## src/rtl/code_patch_loader_pkg.sv

```systemverilog
// Shared types and constants for the code-patch loader: FSM state encoding,
// sticky error codes, the table magic and the register-index width helper.
package code_patch_loader_pkg;

    typedef enum logic [3:0] {
        ST_IDLE      = 4'd0,
        ST_HDR_REQ   = 4'd1,
        ST_HDR_WAIT  = 4'd2,
        ST_CHECK     = 4'd3,
        ST_ENT_REQ   = 4'd4,
        ST_ENT_WAIT  = 4'd5,
        ST_WRITE     = 4'd6,
        ST_CSUM_REQ  = 4'd7,
        ST_CSUM_WAIT = 4'd8,
        ST_DONE      = 4'd9,
        ST_ERROR     = 4'd10
    } state_e;

    localparam logic [2:0] ERR_NONE    = 3'd0;
    localparam logic [2:0] ERR_MAGIC   = 3'd1;
    localparam logic [2:0] ERR_COUNT   = 3'd2;
    localparam logic [2:0] ERR_TIMEOUT = 3'd3;
    localparam logic [2:0] ERR_CSUM    = 3'd4;

    localparam logic [15:0] PATCH_MAGIC = 16'hC0DE;

    // Index width for a register file of n entries; never narrower than one bit.
    function automatic int idx_width(input int n);
        return (n <= 2) ? 1 : $clog2(n);
    endfunction

endpackage

```

## src/rtl/code_patch_loader_if.sv

```systemverilog
// Source-memory read port and patch-register write port of the loader.
// master = loader side, slave = memory / patch-core side.
interface code_patch_loader_if #(
    parameter int SRC_AW = 8,
    parameter int W      = 32,
    parameter int IDX_W  = 5
);
    logic              src_req_o;
    logic [SRC_AW-1:0] src_addr_o;
    logic              src_rvalid_i;
    logic [W-1:0]      src_rdata_i;
    logic              ctl_pat_we_o;
    logic [IDX_W-1:0]  ctl_pat_idx_o;
    logic [W-1:0]      ctl_pat_data_o;

    modport master (
        output src_req_o, src_addr_o, ctl_pat_we_o, ctl_pat_idx_o, ctl_pat_data_o,
        input  src_rvalid_i, src_rdata_i
    );

    modport slave (
        input  src_req_o, src_addr_o, ctl_pat_we_o, ctl_pat_idx_o, ctl_pat_data_o,
        output src_rvalid_i, src_rdata_i
    );
endinterface

```

## src/rtl/code_patch_loader_fetch_timer.sv

```systemverilog
// Single-outstanding read helper: forwards the request pulse and runs a
// down-counter that flags a timeout when the wait window closes without data.
module code_patch_loader_fetch_timer #(
    parameter int TIMEOUT = 64
) (
    input  logic clk_i,
    input  logic rst_ni,
    input  logic issue,
    input  logic waiting,
    input  logic rvalid_raw,
    output logic req,
    output logic rvalid,
    output logic timeout
);
    localparam int CNT_W = (TIMEOUT < 2) ? 1 : $clog2(TIMEOUT);
    localparam logic [CNT_W-1:0] CNT_LOAD = CNT_W'(TIMEOUT - 1);

    logic [CNT_W-1:0] cnt;

    // Loaded on the request cycle; reaches zero on the TIMEOUT-th wait cycle.
    always_ff @(posedge clk_i or negedge rst_ni) begin
        if (!rst_ni) begin
            cnt <= '0;
        end else if (issue) begin
            cnt <= CNT_LOAD;
        end else if (waiting && (cnt != '0)) begin
            cnt <= cnt - 1'b1;
        end
    end

    assign req     = issue;
    assign rvalid  = waiting & rvalid_raw;
    // Data arriving on the terminal cycle wins over the timeout.
    assign timeout = waiting & ~rvalid_raw & (cnt == '0);

endmodule

```

## src/rtl/code_patch_loader.sv

```systemverilog
// Boot-time loader: reads a patch table from source memory and writes it into
// the patch registers. Define CODE_PATCH_LOADER_CSUM_EN to add the XOR checksum word.
//
// state     | meaning
// IDLE      | waiting for start_i
// HDR_REQ   | read request for header word
// HDR_WAIT  | waiting for header data
// CHECK     | validate magic and entry count
// ENT_REQ   | read request for entry ent_cnt
// ENT_WAIT  | waiting for entry data
// WRITE     | one-cycle register write strobe
// CSUM_REQ  | read request for checksum word
// CSUM_WAIT | waiting for checksum, compare against running XOR
// DONE      | load succeeded
// ERROR     | load failed, err_o holds the cause
module code_patch_loader
    import code_patch_loader_pkg::*;
#(
    parameter int ADDR_WIDTH          = 32,
    parameter int DATA_WIDTH          = 12,
    parameter int NUM_REGS            = 21,
    parameter int SUB_REGS_DATA_WIDTH = (ADDR_WIDTH > DATA_WIDTH) ? ADDR_WIDTH : DATA_WIDTH,
    parameter int SRC_AW              = 8,
    parameter int TIMEOUT             = 64
) (
    input  logic              clk_i,
    input  logic              rst_ni,
    input  logic              start_i,
    input  logic [SRC_AW-1:0] src_base_i,
    code_patch_loader_if.master bus,
    output logic              cfg_pat_gen_o,
    output logic              busy_o,
    output logic              done_o,
    output logic [2:0]        err_o
);
    localparam int W     = SUB_REGS_DATA_WIDTH;
    localparam int IDX_W = idx_width(NUM_REGS);

    if (W < 24) begin : g_width_check
        $error("code_patch_loader: register word width must be at least 24 bits");
    end

`ifdef CODE_PATCH_LOADER_CSUM_EN
    localparam state_e ST_FINISH = ST_CSUM_REQ;
`else
    localparam state_e ST_FINISH = ST_DONE;
`endif

    state_e            state, next_state;
    logic [SRC_AW-1:0] base_q;
    logic [7:0]        hdr_n;
    logic              magic_ok;
    logic [7:0]        ent_cnt;
    logic [W-1:0]      xor_acc;
    logic [IDX_W-1:0]  pat_idx;
    logic [W-1:0]      pat_data;

    logic              issue, waiting, req, rd_valid, rd_timeout;
    logic              we, busy, accept_start;
    logic [SRC_AW-1:0] addr;
    logic [2:0]        err_code;
    logic              n_too_big, last_entry, csum_ok;

    code_patch_loader_fetch_timer #(
        .TIMEOUT (TIMEOUT)
    ) u_fetch_timer (
        .clk_i      (clk_i),
        .rst_ni     (rst_ni),
        .issue      (issue),
        .waiting    (waiting),
        .rvalid_raw (bus.src_rvalid_i),
        .req        (req),
        .rvalid     (rd_valid),
        .timeout    (rd_timeout)
    );

    assign accept_start = start_i &&
                          ((state == ST_IDLE) || (state == ST_DONE) || (state == ST_ERROR));
    assign n_too_big    = {1'b0, hdr_n} > 9'(NUM_REGS);
    assign last_entry   = (ent_cnt == (hdr_n - 8'd1));
    assign csum_ok      = (bus.src_rdata_i == xor_acc);

    always_ff @(posedge clk_i or negedge rst_ni) begin
        if (!rst_ni) begin
            state <= ST_IDLE;
        end else begin
            state <= next_state;
        end
    end

    always_comb begin
        next_state = state;
        case (state)
            ST_IDLE, ST_DONE, ST_ERROR: if (start_i) next_state = ST_HDR_REQ;
            ST_HDR_REQ:  next_state = ST_HDR_WAIT;
            ST_HDR_WAIT: begin
                if (rd_valid)        next_state = ST_CHECK;
                else if (rd_timeout) next_state = ST_ERROR;
            end
            ST_CHECK: begin
                if (!magic_ok || n_too_big) next_state = ST_ERROR;
                else if (hdr_n == 8'd0)     next_state = ST_FINISH;
                else                        next_state = ST_ENT_REQ;
            end
            ST_ENT_REQ:  next_state = ST_ENT_WAIT;
            ST_ENT_WAIT: begin
                if (rd_valid)        next_state = ST_WRITE;
                else if (rd_timeout) next_state = ST_ERROR;
            end
            ST_WRITE:    next_state = last_entry ? ST_FINISH : ST_ENT_REQ;
            ST_CSUM_REQ: next_state = ST_CSUM_WAIT;
            ST_CSUM_WAIT: begin
                if (rd_valid)        next_state = csum_ok ? ST_DONE : ST_ERROR;
                else if (rd_timeout) next_state = ST_ERROR;
            end
            default:     next_state = ST_IDLE;
        endcase
    end

    always_comb begin
        issue    = 1'b0;
        waiting  = 1'b0;
        we       = 1'b0;
        busy     = 1'b1;
        addr     = '0;
        err_code = ERR_NONE;
        case (state)
            ST_IDLE, ST_DONE, ST_ERROR: busy = 1'b0;
            ST_HDR_REQ: begin
                issue = 1'b1;
                addr  = base_q;
            end
            ST_HDR_WAIT, ST_ENT_WAIT: begin
                waiting = 1'b1;
                if (rd_timeout) err_code = ERR_TIMEOUT;
            end
            ST_CHECK: begin
                if (!magic_ok)      err_code = ERR_MAGIC;
                else if (n_too_big) err_code = ERR_COUNT;
            end
            ST_ENT_REQ: begin
                issue = 1'b1;
                addr  = base_q + SRC_AW'({1'b0, ent_cnt} + 9'd1);
            end
            ST_WRITE: we = 1'b1;
            ST_CSUM_REQ: begin
                issue = 1'b1;
                addr  = base_q + SRC_AW'({1'b0, hdr_n} + 9'd1);
            end
            ST_CSUM_WAIT: begin
                waiting = 1'b1;
                if (rd_timeout)             err_code = ERR_TIMEOUT;
                else if (rd_valid && !csum_ok) err_code = ERR_CSUM;
            end
            default: busy = 1'b0;
        endcase
    end

    // Sticky status: cleared by an accepted restart, set on entry to DONE/ERROR.
    always_ff @(posedge clk_i or negedge rst_ni) begin
        if (!rst_ni) begin
            done_o        <= 1'b0;
            cfg_pat_gen_o <= 1'b0;
            err_o         <= ERR_NONE;
        end else if (accept_start) begin
            done_o        <= 1'b0;
            cfg_pat_gen_o <= 1'b0;
            err_o         <= ERR_NONE;
        end else if ((next_state == ST_DONE) && (state != ST_DONE)) begin
            done_o        <= 1'b1;
            cfg_pat_gen_o <= (hdr_n != 8'd0);
        end else if ((next_state == ST_ERROR) && (state != ST_ERROR)) begin
            err_o         <= err_code;
        end
    end

    always_ff @(posedge clk_i or negedge rst_ni) begin
        if (!rst_ni) begin
            base_q   <= '0;
            hdr_n    <= '0;
            magic_ok <= 1'b0;
            ent_cnt  <= '0;
            xor_acc  <= '0;
            pat_idx  <= '0;
            pat_data <= '0;
        end else begin
            if (accept_start) base_q <= src_base_i;
            if ((state == ST_HDR_WAIT) && rd_valid) begin
                hdr_n    <= bus.src_rdata_i[7:0];
                magic_ok <= (bus.src_rdata_i[W-1 -: 16] == PATCH_MAGIC);
                xor_acc  <= bus.src_rdata_i;
            end
            if (state == ST_CHECK) ent_cnt <= '0;
            // Index/data registers change only here, so they hold between writes.
            if ((state == ST_ENT_WAIT) && rd_valid) begin
                xor_acc  <= xor_acc ^ bus.src_rdata_i;
                pat_idx  <= IDX_W'(ent_cnt);
                pat_data <= bus.src_rdata_i;
            end
            if (state == ST_WRITE) ent_cnt <= ent_cnt + 8'd1;
        end
    end

    assign busy_o             = busy;
    assign bus.src_req_o      = req;
    assign bus.src_addr_o     = addr;
    assign bus.ctl_pat_we_o   = we;
    assign bus.ctl_pat_idx_o  = pat_idx;
    assign bus.ctl_pat_data_o = pat_data;

endmodule

```

## src/flat_wrapper.sv

```systemverilog
// flat-port wrapper written by rule: the top's interface ports become plain ports
module code_patch_loader_flat import code_patch_loader_pkg::*;
#(
    parameter int ADDR_WIDTH          = 32,
    parameter int DATA_WIDTH          = 12,
    parameter int NUM_REGS            = 21,
    parameter int SUB_REGS_DATA_WIDTH = (ADDR_WIDTH > DATA_WIDTH) ? ADDR_WIDTH : DATA_WIDTH,
    parameter int SRC_AW              = 8,
    parameter int TIMEOUT             = 64
)
  (clk_i, rst_ni, start_i, src_base_i, cfg_pat_gen_o, busy_o, done_o, err_o, bus_src_req_o, bus_src_addr_o, bus_ctl_pat_we_o, bus_ctl_pat_idx_o, bus_ctl_pat_data_o, bus_src_rvalid_i, bus_src_rdata_i);
  code_patch_loader_if #(.SRC_AW(SRC_AW), .W(32), .IDX_W(5)) bus_i ();
  input  logic clk_i;
  input  logic rst_ni;
  input  logic start_i;
  input  logic [SRC_AW-1:0] src_base_i;
  output logic cfg_pat_gen_o;
  output logic busy_o;
  output logic done_o;
  output logic [2:0] err_o;
  output wire logic [$bits(bus_i.src_req_o)-1:0] bus_src_req_o;
  output wire logic [$bits(bus_i.src_addr_o)-1:0] bus_src_addr_o;
  output wire logic [$bits(bus_i.ctl_pat_we_o)-1:0] bus_ctl_pat_we_o;
  output wire logic [$bits(bus_i.ctl_pat_idx_o)-1:0] bus_ctl_pat_idx_o;
  output wire logic [$bits(bus_i.ctl_pat_data_o)-1:0] bus_ctl_pat_data_o;
  input wire logic [$bits(bus_i.src_rvalid_i)-1:0] bus_src_rvalid_i;
  input wire logic [$bits(bus_i.src_rdata_i)-1:0] bus_src_rdata_i;
  assign bus_src_req_o = bus_i.src_req_o;
  assign bus_src_addr_o = bus_i.src_addr_o;
  assign bus_ctl_pat_we_o = bus_i.ctl_pat_we_o;
  assign bus_ctl_pat_idx_o = bus_i.ctl_pat_idx_o;
  assign bus_ctl_pat_data_o = bus_i.ctl_pat_data_o;
  assign bus_i.src_rvalid_i = bus_src_rvalid_i;
  assign bus_i.src_rdata_i = bus_src_rdata_i;
  code_patch_loader #(.ADDR_WIDTH(ADDR_WIDTH), .DATA_WIDTH(DATA_WIDTH), .NUM_REGS(NUM_REGS), .SUB_REGS_DATA_WIDTH(SUB_REGS_DATA_WIDTH), .SRC_AW(SRC_AW), .TIMEOUT(TIMEOUT)) u_core (.clk_i(clk_i), .rst_ni(rst_ni), .start_i(start_i), .src_base_i(src_base_i), .bus(bus_i), .cfg_pat_gen_o(cfg_pat_gen_o), .busy_o(busy_o), .done_o(done_o), .err_o(err_o));
endmodule
```

## config.mk

```make
export PLATFORM = sky130hd
export DESIGN_NAME = code_patch_loader_flat
export DESIGN_NICKNAME = d
export VERILOG_FILES = /design/src/rtl/code_patch_loader_pkg.sv /design/src/rtl/code_patch_loader_if.sv /design/src/rtl/code_patch_loader_fetch_timer.sv /design/src/rtl/code_patch_loader.sv /design/src/flat_wrapper.sv
export SDC_FILE = /design/constraint.sdc
export NUM_CORES = 1
export LEC_CHECK = 0
export ABC_CLOCK_PERIOD_IN_PS = 2800
export CELL_PAD_IN_SITES_DETAIL_PLACEMENT = 0
export CELL_PAD_IN_SITES_GLOBAL_PLACEMENT = 2
export CORE_MARGIN = 4
export CORE_UTILIZATION = 34
export DETAILED_ROUTE_END_ITERATION = 10
export GPL_TIMING_DRIVEN = 0
export PLACE_DENSITY_LB_ADDON = 0.1
export SKIP_LAST_GASP = 1
export SLEW_MARGIN = 40
export SYNTH_ARGS = -nofsm -noshare
export SYNTH_HDL_FRONTEND = slang
export SYNTH_SLANG_ARGS = --single-unit
```

## constraint.sdc

```tcl
create_clock -name clk_i -period 2.8 [get_ports clk_i]
set_input_delay 0.42 -clock clk_i [delete_from_list [all_inputs] [get_ports clk_i]]
set_output_delay 0.42 -clock clk_i [all_outputs]
set_load 0.01 [all_outputs]
```

==> results of run 1 <==
## routing by layer
metal	share of wire	track usage
met2	0.49	0.287
met1	0.46	0.218
met5	0	0
met4	0.013	0.0413
met3	0.040	0.0383
## worst reg2reg max path: stages (launching register included)
cell       delay, ns
dfrtp_1         0.41
buf_6           0.15
or3_4           0.39
o31a_1          0.26
nor4_1          0.48
o2111ai_4       0.18
nor2_2          0.15
or3_4           0.17
a21oi_2         0.08
a211o_1         0.32
## cell type report
cell class                 count  area (sq um)
inverter                      16          60.1
tap                          225           282
clock buffer                   9           225
timing repair buffer         118          1160
sequential                   109          2740
multi-input combinational    438          3360
fill                        1654          9370
clock inverter                 7          77.6
buffer                        20          91.3
## cells by family after synthesis
kind of cell	count (synthesis)
AND/OR/NAND/NOR	174
buffers and inverters	36
flip-flops	109
adder cells (fa/ha/maj)	22
XOR/XNOR	85
multiplexers	52
AO/OA/AOI/OAI	105
## registers in the layout (all words and copies together) (netlist names)
register	flops
u_core.base_q	8
u_core.bus.ctl_pat_data_o	32
u_core.bus.ctl_pat_idx_o	5
u_core.cfg_pat_gen_o	1
u_core.done_o	1
u_core.ent_cnt	8
u_core.err_o	3
u_core.hdr_n	8
u_core.magic_ok	1
u_core.state	4
u_core.u_fetch_timer.cnt	6
u_core.xor_acc	32
## repair_timing
action | in CTS | in global routing
pin swaps | 14 | 21
gates resized for setup | 51 | 26
endpoints found under the hold margin | 44 | 0
endpoints found under the setup margin | 14 | 14
setup buffers | 10 | 10
hold buffers | 1 | 0
## worst max-delay path by stage
stage                     start                       endpoint  slack (ns)  depth (start not counted)
6_report        u_core.hdr_n[0]              bus_src_addr_o[6]       -0.21                         11
5_1_grt        u_core.base_q[0]              bus_src_addr_o[6]       -0.32                         11
4_1_cts         u_core.hdr_n[0]              bus_src_addr_o[6]       -0.24                         11
3_5_place_dp    u_core.hdr_n[0]              bus_src_addr_o[6]       -0.48                         11
3_3_place_gp             rst_ni  u_core.bus.ctl_pat_data_o[14]       -3.20                          1
2_1_floorplan   u_core.hdr_n[0]              bus_src_addr_o[6]        0.19                         10
## power breakdown
part           switching (W)  total (W)  leakage, nW  internal [W]
clock               0.000671    0.00131        0.150      0.000638
sequential          0.000414    0.00238         1.40       0.00197
combinational        0.00160    0.00318         1.98       0.00158
## cell usage in the layout (no fill, tap or decap), types with 4 or more instances in the layout
cell type / Yosys / routed
nand3_1: 12 / 12
xnor2_1: 21 / 21
inv_2: 1 / 4
nand2_1: 71 / 68
mux2_2: 49 / 49
clkdlybuf4s50_1: 0 / 88
dfrtp_2: 0 / 7
dfrtp_1: 109 / 102
o21ai_0: 43 / 39
a21oi_1: 12 / 9
o21ai_1: 3 / 5
inv_1: 15 / 12
nand4_1: 4 / 4
nand2_2: 1 / 4
ha_4: 0 / 5
clkbuf_1: 15 / 12
nor4_1: 10 / 9
ha_1: 19 / 13
clkbuf_16: 0 / 9
nor3_1: 14 / 13
a21oi_2: 1 / 4
a221o_1: 4 / 4
nor2b_1: 9 / 6
a22o_1: 10 / 10
a21o_1: 10 / 10
a22oi_1: 4 / 4
buf_2: 1 / 6
nand2b_1: 6 / 4
buf_4: 0 / 18
nor2_1: 26 / 23
xor2_1: 64 / 64
## through the flow
stage	power, W	cells	setup TNS, ns	cell area [sq um]
6_report	0.00687	942	-0.292	7990
5_1_grt	0.00740	942	-0.732	7990
4_1_cts	0.00669	932	-0.944	7800
3_5_place_dp	0.00514	905	-2.34	7310
3_3_place_gp	0.00507	904	-350.98	7270
2_1_floorplan	0.00430	583	0	6030
==> results.cfg, run 1 <==
[setup_path]
crit_path_cell_trace = inv_2 > ha_4 > inv_2 > fa_2 > a21o_1 > a21o_1 > a21o_1 > a21oi_2 > xnor2_1 > a221o_1 > buf_2
r2r-start = u_core.hdr_n[2]
cpPeakStageDelay_ns = 0.42
arrival_ns = 2.59
cp_slowest_cell = dfrtp_2
regToRegEndpoint = u_core.err_o[0]
crit_required_ns = 2.38
crit_top_cell = a21o_1
r2r_cells = 9
crit_path_end_kind = primary output
crit_buf_inv = 3
cp_max_fo = 2
crit_path_start_kind = flop
worst-r2r-setup-slack_ns = 0.07
path_class = reg -> out
critPathTopFamily = compound AO/OA/AOI/OAI gates

[yosys]
synth_commonest_cells = dfrtp_1, nand2_1, xor2_1
syn_area_sq_um = 6030
synthFlopType = dfrtp_1
synth-xor-area-share = 0.124
syn_inst = 583
ys_seq_elements = 109
synthArstFlopShare = 1.00
synthTopCellsByArea = dfrtp_1, xor2_1, mux2_2
synth_edf_count = 0
synth-simple-area-share = 0.142
yosys_warnings = 0
synthAdderAreaFrac = 0.0477
yosysTopAreaCellShare = 0.453
synth-compound-area-share = 0.114
avgSynthCellArea_sq_um = 10.3
synth_top_area_cell = dfrtp_1
synth.yosys.seq_area_share = 0.453
yosysMostFrequentCell = dfrtp_1
muxShareOfSynthArea = 0.0967
ys_types = 57
synth_top_family_by_area = simple AND/OR/NAND/NOR gates
syn_nets = 648

[worst_hold_path]
holdPathStages = 2
min_from = u_core.bus.ctl_pat_idx_o[0]
holdPathEnd = u_core.bus.ctl_pat_idx_o[0]
min_path_type = reg -> reg

[pwr]
p_leak_nw = 3.53
max-vdd-ir-drop_mv = 0.368
power_density_nw_per_um2 = 860

[sta]
fmax_ghz = 0.332
setup_viol = 2
worst_pin_slew_ns = 0.735
maxSlewViolCount = 0
min_period_ns = 3.01
holdWs_ns = 0.486
maxSlewHeadroom = 0.510
hold_viol = 0
rsz0062_at_grt = yes
clock_skew_ns = 0.0142
fin_ws_ns = -0.210
fin_crit_sh = 1.07

[placement]
io_buffers = 96
pre_cts_ws_ns = -0.479
hpwl_um = 12100
routabilityCongestion = 0.835

[clock_tree]
clock_sinks = 109
cts_buffers = 9
cts-root-buf = clkbuf_16
cts.htree.levels = 3
worstSkewPairLatency_ns = 0.36
cts.clk_slew.worst_paths_ns = 0.08
cts_tree = done
clockBufferDepth = 2

[floorplan]
die-height_um = 141
core-area_sq_um = 17400
rows = 48
dieArea_sq_um = 19900
die_x_um = 141
ios = 97
start_util = 0.347

[global_routing]
grt_usage = 0.169
grt-ovfl-total = 0
grt_pass1_wl_um = 26700
grt_pass1_vias = 4943
grt_max_degree = 66
grt_antenna_before_repair = 0

[run]
cap_violations = 0

[status]
violations = setup timing
status = complete, but fails checks

[cells_and_area]
drive_gt1_frac = 0.204
antenna_cells = 0
final_nets = 777
syn2layout_area_growth_pct = 32.5
fin_util = 0.460

[routing]
avgViaCountPerCell = 5.06
first_pass_iters = 6
totalWireLength_um = 16700
ant_nets = 0
vias = 4765
drtIter0Drc = 239
drc = 0
wl_per_cell_um = 17.7
Note: power is estimated with default switching activity, not from simulation.
==> run 2, diff against run 1 <==
Settings changed: GPL_TIMING_DRIVEN 0 to unset.
==> run 2 against run 1 <==
Net effect: the run still ends with setup timing left; largest cell class unchanged; cell area rose by 3.1%; global-route usage hardly changed; critical path depth is 2 higher.
==> results.cfg, run 2 (synthesis gave the netlist of run 1 again) <==
[setup_path]
path_class = reg -> out
cp_max_fo = 2
cp_slowest_cell = dfrtp_1
crit_required_ns = 2.38
crit_path_end_kind = primary output
cpPeakStageDelay_ns = 0.39
arrival_ns = 2.53
crit_path_start_kind = flop
crit_path_cell_trace = inv_2 > buf_4 > ha_4 > fa_2 > nor2b_1 > o21ai_1 > nand2b_1 > a21o_1 > a21oi_2 > xor2_1 > nor2_1 > a221o_1 > buf_2

[floorplan]
rows = 48
dieArea_sq_um = 19900
start_util = 0.347
die_x_um = 141
core-area_sq_um = 17400
die-height_um = 141
ios = 97

[sta]
clock_skew_ns = 0.00929
setup_viol = 2
worst_pin_slew_ns = 0.633
fin_ws_ns = -0.149
hold_viol = 0
rsz0062_at_grt = yes
min_period_ns = 2.95
maxSlewHeadroom = 0.578
fmax_ghz = 0.339
holdWs_ns = 0.0621
maxSlewViolCount = 0
fin_crit_sh = 1.05
fin_tns_setup_ns = -0.183

[cells_and_area]
design_area_sq_um = 8240
multi_input_area_sq_um = 3290
seq_area_sq_um = 2730
drive_gt1_frac = 0.247
antenna_cells = 0
layout_commonest_cell = dfrtp_1
num-fill-cells = 1647
final_nets = 813
final_cell_mix = dfrtp_1, clkdlybuf4s50_1, buf_4
fin_cells = 977
syn2layout_area_growth_pct = 36.6

[pwr]
max-vdd-ir-drop_mv = 0.390
power_density_nw_per_um2 = 834
p_leak_nw = 3.74

[routing]
drc = 0
wl_per_cell_um = 16.9
ant_nets = 0
avgViaCountPerCell = 4.92
vias = 4811
totalWireLength_um = 16500
drtIter0Drc = 204
first_pass_iters = 4

[clock_tree]
cts_buffers = 9
worstSkewPairLatency_ns = 0.36
clock_sinks = 109
cts-root-buf = clkbuf_16
hold_buffers = 0
cts_tree = done
cts.clk_slew.worst_paths_ns = 0.07
cts.htree.levels = 3
clockBufferDepth = 2

[placement]
routabilityCongestion = 0.798
dp.cells = 959
hpwl_um = 12400
postPlaceCellArea_sq_um = 7820
io_buffers = 96

[global_routing]
grt_usage = 0.169
grt_pass1_vias = 5068
grt_pass1_wl_um = 26800
grt_max_degree = 45
grt-ovfl-total = 0
grt_antenna_before_repair = 0

[status]
violations = setup timing
status = complete, but fails checks

[run]
cap_violations = 0

[worst_hold_path]
min_path_type = in -> async
## run 2: layer usage
metal / up-vias / global-route usage / wire [um]
li1: 2369 / - / -
met1: 2342 / 0.216 / 7650
met4: 0 / 0.0306 / 108
met2: 94 / 0.292 / 8010
met5: - / 0 / 0
met3: 6 / 0.0438 / 711
## run 2: final timing paths
kind | startpoint | slack [ns] | to | cells past startpoint
setup reg to reg | u_core.hdr_n[3] | 0.10 | u_core.cfg_pat_gen_o | 8
setup / recovery | u_core.base_q[0] | -0.15 | bus_src_addr_o[6] | 13
min in group clk_i | u_core.bus.ctl_pat_idx_o[0] | 0.51 | u_core.bus.ctl_pat_idx_o[0] | 2
hold reg to reg | u_core.bus.ctl_pat_idx_o[0] | 0.51 | u_core.bus.ctl_pat_idx_o[0] | 2
hold / removal | rst_ni | 0.06 | u_core.base_q[6] | 1
max in group asynchronous | rst_ni | 1.92 | u_core.xor_acc[0] | 2
## run 2: stage by stage
| step | total power [W] | utilization | worst slack [ns] |
|---|---|---|---|
| after floorplan | 0.00430 | - | 0.187 |
| after global placement | 0.00543 | 0.450 | -0.241 |
| after detailed placement | 0.00546 | 0.450 | -0.252 |
| after CTS | 0.00681 | 0.467 | -0.220 |
| after global routing | 0.00742 | 0.474 | -0.278 |
| final | 0.00687 | 0.474 | -0.149 |
## run 2: what timing repair did
action                                  4_1_cts  5_1_grt
resized for setup                            31       28
endpoints found under the setup margin        8       12
pin swaps                                    14       15
buffers inserted                              2        1
## run 2: power by group
group	total [W]	switching (W)	internal (W)	leakage, nW
registers	0.00238	0.000411	0.00197	1.41
clock network	0.00126	0.000642	0.000622	0.142
logic	0.00323	0.00156	0.00167	2.19
## run 2: critical path, delay by kind of cell, from the launching register on
kind / cells / cell delay [ns]
AOI/OAI and AO/OA: 4 / 0.75
DFF: 1 / 0.39
adders and majority gates: 2 / 0.35
buffers and inverters: 3 / 0.34
and+or+nand+nor: 3 / 0.19
xor gates and xnor gates: 1 / 0.15
## run 2: area by class of cell
cell class / instances / share of cell area
Sequential cell: 109 / 0.332
Multi-Input combinational cell: 438 / 0.399
Timing Repair Buffer: 174 / 0.194
Tap cell: 225 / 0.0342
Clock inverter: 6 / 0.00684
Clock buffer: 9 / 0.0273
Inverter: 16 / 0.00729
==> run 3, diff against run 2 <==
Settings changed: HOLD_SLACK_MARGIN set to 0.05, REMOVE_ABC_BUFFERS set to 1.
==> run 3 against run 2 <==
Net effect: the flow still finishes with violations (setup timing); final cell count stayed put; clock power is 11% higher; core utilization is 0.12 points lower; register-to-register slack worse by 0.03 ns; worst setup slack worse by 0.0042 ns; power is 2.6% higher; routed wire length is 0.79% lower; largest cell class unchanged; highest routed layer unchanged.
==> results.cfg, run 3 (synthesis gave the netlist of run 1 again) <==
[sta]
holdWs_ns = 0.501
maxSlewHeadroom = 0.656
worst_pin_slew_ns = 0.513
setup_viol = 3
rsz0062_at_grt = yes
maxSlewViolCount = 0
clock_skew_ns = 0.0148
fin_crit_sh = 1.05
min_period_ns = 2.95
hold_viol = 0
fmax_ghz = 0.339
fin_ws_ns = -0.153

[setup_path]
regToRegEndpoint = u_core.cfg_pat_gen_o
r2r-start = u_core.hdr_n[2]
crit_required_ns = 2.38
cp_max_fo = 2
r2r_cells = 9
crit_path_start_kind = flop
worst-r2r-setup-slack_ns = 0.07
crit_path_end_kind = primary output
arrival_ns = 2.53
path_class = reg -> out

[clock_tree]
worstSkewPairLatency_ns = 0.36
clockBufferDepth = 2
cts_tree = done
cts_buffers = 9
cts.clk_slew.worst_paths_ns = 0.08
clock_sinks = 109
cts.htree.levels = 3
cts-root-buf = clkbuf_16

[worst_hold_path]
holdPathStages = 2
holdPathEnd = u_core.bus.ctl_pat_idx_o[0]
min_from = u_core.bus.ctl_pat_idx_o[0]
min_path_type = reg -> reg

[global_routing]
grt_usage = 0.169
grt_antenna_before_repair = 0
grt_max_degree = 51
grt-ovfl-total = 0
grt_pass1_wl_um = 27100
grt_pass1_vias = 5093

[routing]
first_pass_iters = 4
wl_per_cell_um = 16.7
avgViaCountPerCell = 4.96
drc = 0
vias = 4848
drtIter0Drc = 296
totalWireLength_um = 16400
ant_nets = 0

[floorplan]
dieArea_sq_um = 19900
core-area_sq_um = 17400
die-height_um = 141
die_x_um = 141
ios = 97
rows = 48
start_util = 0.347

[pwr]
max-vdd-ir-drop_mv = 0.334
p_leak_nw = 3.72
finalPower_w = 0.00705
power_density_nw_per_um2 = 858

[placement]
routabilityCongestion = 0.805
hpwl_um = 11800
pre_cts_ws_ns = -0.268
io_buffers = 96

[cells_and_area]
syn2layout_area_growth_pct = 36.3
antenna_cells = 0
num-fill-cells = 1613
final_cell_mix = dfrtp_1, clkdlybuf4s50_1, buf_4
final_nets = 812
layout_commonest_cell = dfrtp_1
fin_util = 0.473
drive_gt1_frac = 0.243

[status]
status = complete, but fails checks
violations = setup timing

[run]
cap_violations = 0
-- run 3: critical path, cell delays in order, from the launching register on --
cell and delay, ns:
dfrtp_1 0.40, inv_2 0.09, ha_4 0.13, inv_2 0.04
fa_2 0.34, a21o_1 0.19, a21o_1 0.18, a21o_1 0.17
a21oi_2 0.13, xnor2_1 0.08, a221o_1 0.29, buf_2 0.14
-- run 3: through the flow --
step	instances	cell area, sq um	TNS, ns
floorplan	563	5940	-1.34
global placement	950	7730	-0.720
detailed placement	950	7730	-0.814
CTS	971	8110	-0.304
global route	977	8210	-0.797
finish	977	8210	-0.272
-- run 3: power by group --
part / switching [W] / internal [W] / total (W)
Clock: 0.000683 / 0.000722 / 0.00140
Sequential: 0.000385 / 0.00196 / 0.00235
Combinational: 0.00158 / 0.00171 / 0.00330
-- run 3: worst max-delay path by stage --
stage / slack [ns] / cells after the start / start / endpoint
2_1_floorplan: -0.16 / 4 / u_core.state[1] / u_core.base_q[2]
3_3_place_gp: -0.24 / 11 / u_core.base_q[0] / bus_src_addr_o[6]
3_5_place_dp: -0.27 / 11 / u_core.base_q[0] / bus_src_addr_o[6]
4_1_cts: -0.17 / 11 / u_core.hdr_n[0] / bus_src_addr_o[6]
5_1_grt: -0.24 / 13 / u_core.base_q[1] / bus_src_addr_o[6]
6_report: -0.15 / 11 / u_core.hdr_n[0] / bus_src_addr_o[6]
-- run 3: timing repair --
item / in CTS / in global routing
hold endpoints to repair: 28 / 0
hold buffers: 1 / 0
setup buffers: 4 / 7
setup endpoints to repair: 8 / 10
pin swaps: 17 / 18
gates resized for setup: 37 / 17
-- run 3: layer usage --
layer | share of wire | GRT usage | up-vias
met3 | 0.042 | 0.0366 | 11
met2 | 0.48 | 0.285 | 85
li1 | - | - | 2368
met4 | 0.0092 | 0.0367 | 0
met5 | 0 | 0 | -
met1 | 0.46 | 0.223 | 2384
-- run 3: layout make-up --
type,instances,area (sq um),area share
sequential,109,2730,0.332
timing repair buffer,173,1560,0.190
multi-input combinational,438,3260,0.397
clock inverter,7,91.3,0.0111
inverter,16,60.1,0.00731
tap,225,282,0.0343
clock buffer,9,225,0.0274
